`src/rtl/aes_gf_pkg.sv`:
```
// ---------------------------------------------------------------------------
// aes_gf_pkg
// GF(2^8) helpers and MixColumns coefficient tables shared by the byte-serial
// forward and inverse MixColumns stages.
//   byte_t       : 8-bit state byte
//   row_t        : row position within a column (ROW0..ROW3)
//   AES_POLY     : reduction constant for xtime
//   INV_MC_COEF  : InvMixColumns matrix, [row][input row]
//   FWD_MC_COEF  : forward MixColumns matrix, [row][input row]
// ---------------------------------------------------------------------------
package aes_gf_pkg;

    typedef logic [7:0] byte_t;

    typedef enum logic [1:0] {
        ROW0,
        ROW1,
        ROW2,
        ROW3
    } row_t;

    localparam byte_t AES_POLY = 8'h1b;

    localparam byte_t INV_MC_COEF [4][4] = '{
        '{8'h0e, 8'h0b, 8'h0d, 8'h09},
        '{8'h09, 8'h0e, 8'h0b, 8'h0d},
        '{8'h0d, 8'h09, 8'h0e, 8'h0b},
        '{8'h0b, 8'h0d, 8'h09, 8'h0e}
    };

    localparam byte_t FWD_MC_COEF [4][4] = '{
        '{8'h02, 8'h03, 8'h01, 8'h01},
        '{8'h01, 8'h02, 8'h03, 8'h01},
        '{8'h01, 8'h01, 8'h02, 8'h03},
        '{8'h03, 8'h01, 8'h01, 8'h02}
    };

    function automatic byte_t xtime(input byte_t a);
        return {a[6:0], 1'b0} ^ (a[7] ? AES_POLY : 8'h00);
    endfunction

    function automatic byte_t gf_mul9(input byte_t a);
        return xtime(xtime(xtime(a))) ^ a;
    endfunction

    function automatic byte_t gf_mul11(input byte_t a);
        return xtime(xtime(xtime(a))) ^ xtime(a) ^ a;
    endfunction

    function automatic byte_t gf_mul13(input byte_t a);
        return xtime(xtime(xtime(a))) ^ xtime(xtime(a)) ^ a;
    endfunction

    function automatic byte_t gf_mul14(input byte_t a);
        return xtime(xtime(xtime(a))) ^ xtime(xtime(a)) ^ xtime(a);
    endfunction

    // Constant-coefficient multiply; the table coefficients take the short
    // xtime chains, anything else falls back to shift-and-add.
    function automatic byte_t gf_mul(input byte_t a, input byte_t c);
        byte_t p;
        byte_t s;
        case (c)
            8'h01:   p = a;
            8'h02:   p = xtime(a);
            8'h03:   p = xtime(a) ^ a;
            8'h09:   p = gf_mul9(a);
            8'h0b:   p = gf_mul11(a);
            8'h0d:   p = gf_mul13(a);
            8'h0e:   p = gf_mul14(a);
            default: begin
                p = '0;
                s = a;
                for (int unsigned i = 0; i < 8; i++) begin
                    if (c[i]) p = p ^ s;
                    s = xtime(s);
                end
            end
        endcase
        return p;
    endfunction

endpackage

```
`src/rtl/inv_mc_byte_mul.sv`:
```
// ---------------------------------------------------------------------------
// inv_mc_byte_mul
// Combinational column-slice multiplier: for input byte at row k, produces
// the four partial products M[r][k]*in_byte, r = 0..3.
// FORWARD selects the forward MixColumns matrix instead of the inverse one.
//   in_byte : state byte
//   k       : row index of in_byte within its column
//   prod    : prod[r] = M[r][k] * in_byte
// ---------------------------------------------------------------------------
module inv_mc_byte_mul
    import aes_gf_pkg::*;
#(
    parameter bit FORWARD = 1'b0
) (
    input  logic [7:0]       in_byte,
    input  row_t             k,
    output logic [3:0][7:0]  prod
);

    always_comb begin
        prod = '0;
        for (int unsigned r = 0; r < 4; r++) begin
            prod[r] = gf_mul(in_byte, FORWARD ? FWD_MC_COEF[r][k] : INV_MC_COEF[r][k]);
        end
    end

endmodule

```
`src/rtl/inv_mix_columns_serial.sv`:
```
// ---------------------------------------------------------------------------
// inv_mix_columns_serial
// Byte-serial AES InvMixColumns. Takes one state byte per cycle (rows 0..3 of
// a column), accumulates GF(2^8) partial products, and presents each finished
// column in parallel behind a valid/ready handshake.
//   clock, reset          : clock, synchronous active-high reset
//   in_valid/in_byte      : input byte stream, row order 0,1,2,3
//   in_ready              : byte accepted when in_valid && in_ready
//   out_valid/out_ready   : column handshake
//   out_byte_0..3         : finished column, rows 0..3
//   out_last              : column is the last of the AES state
// Optional macro INV_MC_BYPASS_EN adds input `bypass` (sampled on row 0,
// held for the column) which passes the column through unmixed.
// ---------------------------------------------------------------------------
module inv_mix_columns_serial
    import aes_gf_pkg::*;
#(
    parameter int unsigned COLS_PER_STATE = 4
) (
    input  logic       clock,
    input  logic       reset,
    input  logic       in_valid,
    input  logic [7:0] in_byte,
`ifdef INV_MC_BYPASS_EN
    input  logic       bypass,
`endif
    output logic       in_ready,
    output logic       out_valid,
    input  logic       out_ready,
    output logic [7:0] out_byte_0,
    output logic [7:0] out_byte_1,
    output logic [7:0] out_byte_2,
    output logic [7:0] out_byte_3,
    output logic       out_last
);

    localparam int unsigned COL_W = (COLS_PER_STATE > 1) ? $clog2(COLS_PER_STATE) : 1;
    localparam logic [COL_W-1:0] COL_LAST = COL_W'(COLS_PER_STATE - 1);

    row_t             row_q;
    logic [3:0][7:0]  acc_q;
    logic [3:0][7:0]  out_q;
    logic [COL_W-1:0] col_q;
    logic             out_valid_q;
    logic             out_last_q;

    logic [3:0][7:0]  prod;
    logic [3:0][7:0]  term;
    logic [3:0][7:0]  acc_next;
    logic             accept;
    logic             col_done;

    assign in_ready = !(out_valid_q && !out_ready);
    assign accept   = in_valid && in_ready;
    assign col_done = accept && (row_q == ROW3);

    inv_mc_byte_mul #(.FORWARD(1'b0)) u_mul (
        .in_byte (in_byte),
        .k       (row_q),
        .prod    (prod)
    );

`ifdef INV_MC_BYPASS_EN
    logic bypass_q;
    logic bypass_eff;

    // Row 0 uses the live pin so the column's first byte already sees it.
    assign bypass_eff = (row_q == ROW0) ? bypass : bypass_q;

    always_ff @(posedge clock) begin
        if (reset) begin
            bypass_q <= 1'b0;
        end else if (accept && (row_q == ROW0)) begin
            bypass_q <= bypass;
        end
    end

    always_comb begin
        term = prod;
        if (bypass_eff) begin
            term = '0;
            term[row_q] = in_byte;
        end
    end
`else
    assign term = prod;
`endif

    // Row 0 overwrites the accumulator, so columns need no clear cycle.
    always_comb begin
        acc_next = '0;
        for (int unsigned r = 0; r < 4; r++) begin
            acc_next[r] = ((row_q == ROW0) ? 8'h00 : acc_q[r]) ^ term[r];
        end
    end

    always_ff @(posedge clock) begin
        if (reset) begin
            row_q       <= ROW0;
            acc_q       <= '0;
            out_q       <= '0;
            col_q       <= '0;
            out_valid_q <= 1'b0;
            out_last_q  <= 1'b0;
        end else begin
            if (accept) begin
                acc_q <= acc_next;
                row_q <= row_t'(row_q + 2'd1);
            end
            if (col_done) begin
                out_q       <= acc_next;
                out_valid_q <= 1'b1;
                out_last_q  <= (col_q == COL_LAST);
                col_q       <= (col_q == COL_LAST) ? '0 : col_q + 1'b1;
            end else if (out_valid_q && out_ready) begin
                out_valid_q <= 1'b0;
            end
        end
    end

    assign out_valid  = out_valid_q;
    assign out_last   = out_last_q;
    assign out_byte_0 = out_q[0];
    assign out_byte_1 = out_q[1];
    assign out_byte_2 = out_q[2];
    assign out_byte_3 = out_q[3];

endmodule

```
`config.mk`:
```
export PLATFORM = sky130hd
export DESIGN_NAME = inv_mix_columns_serial
export DESIGN_NICKNAME = d
export VERILOG_FILES = /design/src/rtl/aes_gf_pkg.sv /design/src/rtl/inv_mc_byte_mul.sv /design/src/rtl/inv_mix_columns_serial.sv
export SDC_FILE = /design/constraint.sdc
export NUM_CORES = 1
export LEC_CHECK = 0
export BUFFER_PORTS_ARGS = -buffer_cell sky130_fd_sc_hd__buf_2
export CORE_ASPECT_RATIO = 0.8
export CORE_MARGIN = 2
export CORE_UTILIZATION = 62
export DETAILED_ROUTE_END_ITERATION = 7
export GPL_ROUTABILITY_DRIVEN = 1
export PLACE_DENSITY = 0.88
export SLEW_MARGIN = 25
export SYNTH_ARGS = -nofsm -noshare
export SYNTH_HDL_FRONTEND = slang
export SYNTH_HIERARCHICAL = 1
export SYNTH_SLANG_ARGS = --single-unit
```
`constraint.sdc`:
```
create_clock -name clock -period 3.8 [get_ports clock]
set_input_delay 0.57 -clock clock [delete_from_list [all_inputs] [get_ports clock]]
set_output_delay 0.57 -clock clock [all_outputs]
set_load 0.005 [all_outputs]
```
Word-level counts from Yosys, hierarchy flattened --
Cells that the tools add are included.
Operators by class: $add $sub $neg 2, order comparisons 1, equality and inequality tests 30, mux-type cells 90, bitwise operators 47, reduce and logical (&&, ||, !) cells 12
Operators with widths (number):
- two-way mux 8 bit | 72
- XOR 8 bit | 43
- one-hot mux 8 bit (7 select lines) | 4
- equality test 8 x 4 -> 1 bit, second input constant | 16
- binary-select mux 8 bit (select 2 bit) | 4
- equality test 8 x 2 -> 1 bit, second input constant | 8
- two-way mux 5 bit | 7
- equality test 8 x 1 -> 1 bit, second input constant | 4
- OR reduction 7 bit | 4
- XOR 8 x 5 -> 8 bit | 3
- adder 2 x 1 -> 2 bit, second input constant | 2
- equality test 2 bit, second input constant | 2
- logical AND 1 bit | 4
- greater-or-equal comparator 3 bit, second input constant | 1
- inverter 2 -> 3 bit | 1
- zero test 1 bit | 2
- zero test 2 bit | 1
- two-way mux 1 bit | 2
- two-way mux 2 bit | 1
- nonzero test 2 bit | 1
Storage, ports and cells: bits in registers 70, input bits 12, output and inout port bits 35, logic and storage cells 194

Logic depth before layout (Yosys ltp) --
Gate-level depths: netlist of run 1.
depth after elaboration 29, gate-level depth with buffers 12

Modules after synthesis --
The synthesis of run 1 kept the hierarchy.
Modules (own cells, without submodules):
- inv_mix_columns_serial | times used 1, cells an instance 428, area each 3867.5 µm², seq. area each 1401.3 µm²
- inv_mc_byte_mul | times used 1, cells an instance 401, area each 2921.6 µm², seq. area each 0.0 µm²

Least setup slack after synthesis of run 1 --
OpenSTA, ideal clock, no wires.
path type reg-to-reg, start register row_q[1], end register acc_q[15] in the netlist's numbering, library setup time 135 ps, arrival time 2713 ps, data required time 3665 ps, slack 951 ps, stages on the path, launching flop included 13, path buffers 4, clock period less this slack 2849 ps, cells stage by stage dfxtp_1 clkbuf_1 inv_1 ha_1 clkbuf_1 clkbuf_1 o21ai_0 clkbuf_1 nor2_1 a41oi_1 nor2_1 o31ai_1 a31oi_1
RTL lines:
- start, declared | RTL line inv_mix_columns_serial.sv:40 | row_t row_q;
- start signal, assigned | RTL line inv_mix_columns_serial.sv:108 | row_q <= row_t'(row_q + 2'd1);
- end signal, assigned | RTL line inv_mix_columns_serial.sv:107 | acc_q <= acc_next;
- end, declared | RTL line inv_mix_columns_serial.sv:41 | logic [3:0][7:0] acc_q;

==> out/metrics.csv, run 1 <==
metric,value,unit
total_power,3.083,mW
dp_slack,0.6841,ns
die_area,0.01181,sq mm
synth_area_leaders,"dfxtp_1 21%, xnor2_1 16%, a211oi_2 5.2%",
holdWs,0.4823,ns
vdd_ir_drop_max,303.2,uV
hpwl,12730,um
core,0.01076,sq mm
avgSynthCellArea,8.189,sq um
wl_per_cell,19.40,um
slew_violations,0,
hold_path_end,col_q[1],
cts_made_buffers,9,
ios,47,
postRouteWirelength,19050,um
fin_ws,0.7081,ns
setup_violations,0,
post_cts_buffers,0,
yosys_warnings,6,
clk_latency,0.33,ns
status,finished with violations,
syn-num-nets,851,
port-buffer-count,46,
fin_cells,982,
max_freq,323.4,MHz
cp-start-kind,flop,
hold_viol,0,
gp_congestion,1.102,
grt_pass1_wl,31020,um
cp-end-kind,flop,
regToRegEndpoint,out_byte_1[2],
path_class,flop to flop,
critPathMaxFanout,16,
rsz0062_at_grt,false,
vias_per_cell,6.661,
postRouteAntennaNets,0,
drt_first_pass_iters,8,
final.setup_skew,0.005045,ns
syn_area,0.006789,sq mm
clk_pin_slew_worst_paths,0.06,ns
synth_top_area_share,20.64,%
finalSetupTns,0,ns
grt-ovfl-total,0,
fp.dieW,121.0,um
clock_path_buffers,2,
rows,34,
grt_pass1_vias,6089,
h-tree-depth,3,
cp.required,4.06,ns
dieHeight,97.60,um
drc,55,
leakagePower,2.514,nW
p_per_area,422.2,mW/mm^2
reg2regPathDepth,10,
hp-class,flop to flop,
cts-root-buf,clkbuf_16,
stdcell_area,0.007302,sq mm
drt_iter0_drc,1175,
min_from,col_q[1],
post-route-min-period,3.092,ns
antennaDiodeCount,0,
final_layout_size_suffix_gt1_share,17.42,%
ys_types,55,
track_usage,32.47,%
critPathArrivalTime,3.35,ns
start_util,63.08,%
cap_violations,0,
seq_area_frac_synth,20.64,%
ys_seq_elements,70,
area_delta_synth_final,7.556,%
maxSlewHeadroom,48.94,%
grt_max_degree,43,
vias,6541,
whs_path_depth,2,
tritoncts,built,
place_area,0.007002,sq mm
ctsHoldBuffers,0,
placed_cells,967,
timing.rr.start,row_q[1],
ff2ff_setup_slack,0.71,ns
violations,DRC,
netlist_instances,829,
worst_slew_pin_slew,0.7659,ns
yosys.area.top_type,dfxtp_1,
antenna_found_initial,0,
final_nets,856,
min_period_over_period,81.37,%
cts-resized-gates,0,
utilization,67.84,%
cts_sinks,70,
fillerInstances,841,
-- sequential cells by signal (all words and copies together), names as in the netlist --
name,cells
out_byte_3,8
out_byte_1,8
out_byte_0,8
acc_q,32
col_q,2
out_valid,1
out_byte_2,8
row_q,2
out_last,1
-- placed cells by master, fill, tap and decap left out, types with 13 or more instances in the layout --
cell / netlist / routed
xor2_1: 20 / 20
nand4b_1: 32 / 32
o21ai_0: 15 / 15
nand2b_1: 13 / 13
dfxtp_1: 70 / 70
a211oi_2: 28 / 28
a221oi_1: 14 / 14
a22oi_1: 14 / 14
nand3_1: 39 / 39
buf_2: 30 / 46
nor2_1: 60 / 60
nand2_1: 38 / 38
nor2b_1: 55 / 55
o31ai_1: 33 / 33
xnor2_1: 125 / 125
buf_4: 8 / 31
a21oi_1: 49 / 49
a31oi_1: 41 / 41
-- cells in the mapped netlist, drive strengths merged --
| master | n |
|---|---|
| xnor3 | 1 |
| o211ai | 5 |
| nor4 | 2 |
| nor2b | 56 |
| nand4b | 32 |
| clkbuf | 36 |
| a21oi | 57 |
| buf | 47 |
| xor2 | 24 |
| mux2i | 7 |
| a32oi | 1 |
| o31ai | 33 |
| nor3 | 2 |
| o221ai | 1 |
| nor2 | 61 |
| xnor2 | 132 |
| nand3b | 1 |
| a22oi | 14 |
| nand3 | 39 |
| a222oi | 12 |
| a221oi | 14 |
| inv | 11 |
| a221o | 11 |
| a21boi | 1 |
| clkinv | 1 |
| o21a | 1 |
| o21ai | 15 |
| a31oi | 41 |
| nand2 | 39 |
| nand2b | 13 |
| a41oi | 1 |
| dfxtp | 70 |
| o32ai | 1 |
| and2 | 1 |
| or4 | 1 |
| a211oi | 32 |
| or3 | 1 |
| ha | 10 |
| and3 | 2 |
-- cells by family (layout without fill, tap and decap cells) --
kind of cell | Yosys count | count (layout) | synth area share (%)
muxes | 7 | 7 | 1.032
and+or+nand+nor | 250 | 250 | 20.03
AOI/OAI and AO/OA | 240 | 240 | 26.83
DFF | 70 | 70 | 20.64
buffers and inverters | 95 | 104 | 7.114
xor gates and xnor gates | 157 | 157 | 22.50
adders and majority gates | 10 | 10 | 1.843
-- worst max-delay path by stage --
stage                from       endpoint  slack (ns)
3_3_place_gp   in_byte[7]      acc_q[20]        0.76
6_report         row_q[1]  out_byte_1[2]        0.71
4_1_cts          row_q[1]      acc_q[17]        0.85
3_5_place_dp   in_byte[6]       acc_q[4]        0.68
5_1_grt          row_q[1]       acc_q[8]        0.62
2_1_floorplan    row_q[1]      acc_q[15]        0.95
-- final cells by class --
class	count	area [sq um]	share of cell area [%]
clock buffer	12	256.5	3.513
clock inverter	3	43.79	0.5997
tap	144	180.2	2.467
timing repair buffer	77	462.9	6.340
sequential	70	1401	19.19
multi-input combinational	664	4912	67.27
inverter	12	45.04	0.6169
-- power by group --
| group | total [mW] | internal (mW) | switching, mW |
|---|---|---|---|
| clock | 0.854 | 0.540 | 0.314 |
| sequential | 0.864 | 0.805 | 0.0590 |
| combinational | 1.36 | 0.551 | 0.813 |
-- worst max-delay path, stage by stage (launching register included) --
cell	delay, ns
dfxtp_1	0.31
inv_1	0.26
ha_1	0.68
buf_4	0.24
nand2b_1	0.12
xnor2_1	0.14
xnor2_1	0.14
nor2_1	0.10
a31oi_1	0.56
xnor2_1	0.22
a211oi_2	0.24
-- layer usage --
| layer | global-route usage, % | part of all wire, % | wire length, um |
|---|---|---|---|
| met2 | 49.44 | 44 | 8421 |
| met1 | 43.75 | 41 | 7748 |
| met3 | 8.040 | 11 | 2031 |
| met5 | 0 | 0 | 0 |
| met4 | 13.24 | 4.5 | 850 |
(Power assumes the default switching activity.)
==> run 2: changes to the inputs <==
CORE_UTILIZATION = 56   (was 62)
PLACE_DENSITY = 0.84   (was 0.88)
clock period = 2.6 ns   (was 3.8 ns; I/O delays follow)
==> out/metrics.csv, run 2 (synthesis results as in run 1) <==
metric,value,unit
status,finished clean,
cap_violations,0,
worst_slew_pin_slew,0.6716,ns
drc,0,
fin_cells,1056,
hpwl,14340,um
swShare,37.29,%
drt_iter0_drc,921,
clk_latency,0.34,ns
wl_per_cell,20.24,um
holdWs,0.4050,ns
post-route-min-period,2.522,ns
hold_viol,0,
port-buffer-count,46,
grt_pass1_vias,6379,
cp-start-kind,flop,
dp_slack,0.01436,ns
p_per_area,628.6,mW/mm^2
total_power,5.056,mW
cp-end-kind,flop,
grt_max_degree,71,
setup_violations,0,
critPathCapture,out_byte_0[3],
vias_per_cell,6.624,
ff2ff_setup_slack,0.08,ns
slew_violations,0,
postRouteWirelength,21370,um
postRouteAntennaNets,0,
finalSetupTns,0,ns
final_layout_size_suffix_gt1_share,25.11,%
clk_pin_slew_worst_paths,0.06,ns
cp.required,2.80,ns
grt-ovfl-total,0,
place_area,0.007667,sq mm
min_period_over_period,97.01,%
hp-class,input port to flop,
final_common_cell,xnor2_1,
final.setup_skew,0.008238,ns
largest_reg_flops,32,
start_util,58.28,%
cts_made_buffers,9,
reg2regPathDepth,10,
area_delta_synth_final,18.47,%
seq_power_share,25.1,%
tritoncts,built,
timing.rr.start,row_q[0],
vdd_ir_drop_max,465.6,uV
stdcell_area,0.008043,sq mm
grt_pass1_wl,33710,um
critPathArrivalTime,2.72,ns
drt_first_pass_iters,6,
clock_path_buffers,2,
final_nets,925,
placed_cells,1039,
cpMostUsedCell,buf_4,
ctsHoldBuffers,0,
p_int,3.171,mW
antenna_found_initial,0,
fin_ws,0.07767,ns
h-tree-depth,3,
slowest_stage,dfxtp_1,
track_usage,32.69,%
maxSlewHeadroom,55.23,%
vias,6995,
path_class,flop to flop,
p_switching,1.885,mW
utilization,69.04,%
dieHeight,102.5,um
cp_cell_sequence,buf_4 > ha_1 > buf_4 > nor4_2 > a221o_1 > a221oi_1 > a21oi_1 > buf_4 > xnor2_1 > a211oi_1,
core,0.01165,sq mm
cp-startpoint,row_q[0],
gp_congestion,1.018,
cts_sinks,70,
combPwrFrac,46.9,%
final_cell_mix,"125 x xnor2_1, 89 x buf_4, 70 x dfxtp_1",
top_register,acc_q,
antennaDiodeCount,0,
max_stage_delay,0.34,ns
fp.dieW,127.1,um
ios,47,
clkPwrFrac,28.1,%
rows,35,
max_freq,396.5,MHz
cts-root-buf,clkbuf_16,
critPathMaxFanout,13,
regToRegEndpoint,out_byte_0[3],
die_area,0.01303,sq mm
leakagePower,2.909,nW
==> run 2: changes by cell type in the layout (fill, tap and decap cells not counted), moves of 3 or more <==
cell / change
buf_12: +11
ha_2: +3
ha_1: -3
buf_4: +58
==> run 2: final cells by class <==
| class | count | area [sq um] |
|---|---|---|
| timing repair buffer | 146 | 1119 |
| fill | 883 | 3606 |
| clock buffer | 12 | 266.5 |
| clock inverter | 4 | 76.32 |
| sequential | 70 | 1401 |
| tap | 148 | 185.2 |
| inverter | 12 | 45.04 |
| multi-input combinational | 664 | 4950 |
==> run 2: per-layer routing <==
metal | routed length [um] | vias up | track usage, % | part of all wire (%)
li1 | - | 3156 | - | -
met1 | 8393 | 3289 | 41.80 | 39
met2 | 9782 | 469 | 52.15 | 46
met3 | 2391 | 81 | 9.162 | 11
met4 | 801 | 0 | 14.29 | 3.7
met5 | 0 | - | 0 | 0
==> run 2: worst min-delay path by stage <==
stage | to | depth (start not counted) | from | slack, ns
6_report | row_q[1] | 3 | in_valid | 0.41
5_1_grt | row_q[0] | 3 | in_valid | 0.42
4_1_cts | row_q[1] | 3 | in_valid | 0.40
3_5_place_dp | col_q[1] | 2 | col_q[1] | 0.48
3_3_place_gp | out_last | 2 | out_last | 0.47
2_1_floorplan | col_q[1] | 2 | col_q[1] | 0.46
==> run 2: timing repair <==
item | 4_1_cts | 5_1_grt
setup endpoints to repair | 1 | 26
buffers inserted | 1 | 0
gates resized for setup | 0 | 9
hold endpoints to repair | 0 | 0
pin swaps | 1 | 2
==> run 2: power groups by stage <==
stage	Sequential [mW]	Clock, mW	Combinational, mW
6_report	1.27	1.42	2.37
4_1_cts	1.26	1.42	2.29
3_3_place_gp	1.27	0	2.21
5_1_grt	1.28	1.49	2.51
3_5_place_dp	1.28	0	2.25
2_1_floorplan	1.26	0	1.54
==> run 2: critical path: cells and delay by family (launching register included) <==
family / cells / cell delay [ns]
fa+ha+maj: 1 / 0.33
flops: 1 / 0.34
simple gates: 1 / 0.10
xor+xnor: 1 / 0.29
buf+inv: 3 / 0.63
compound gates: 4 / 0.69
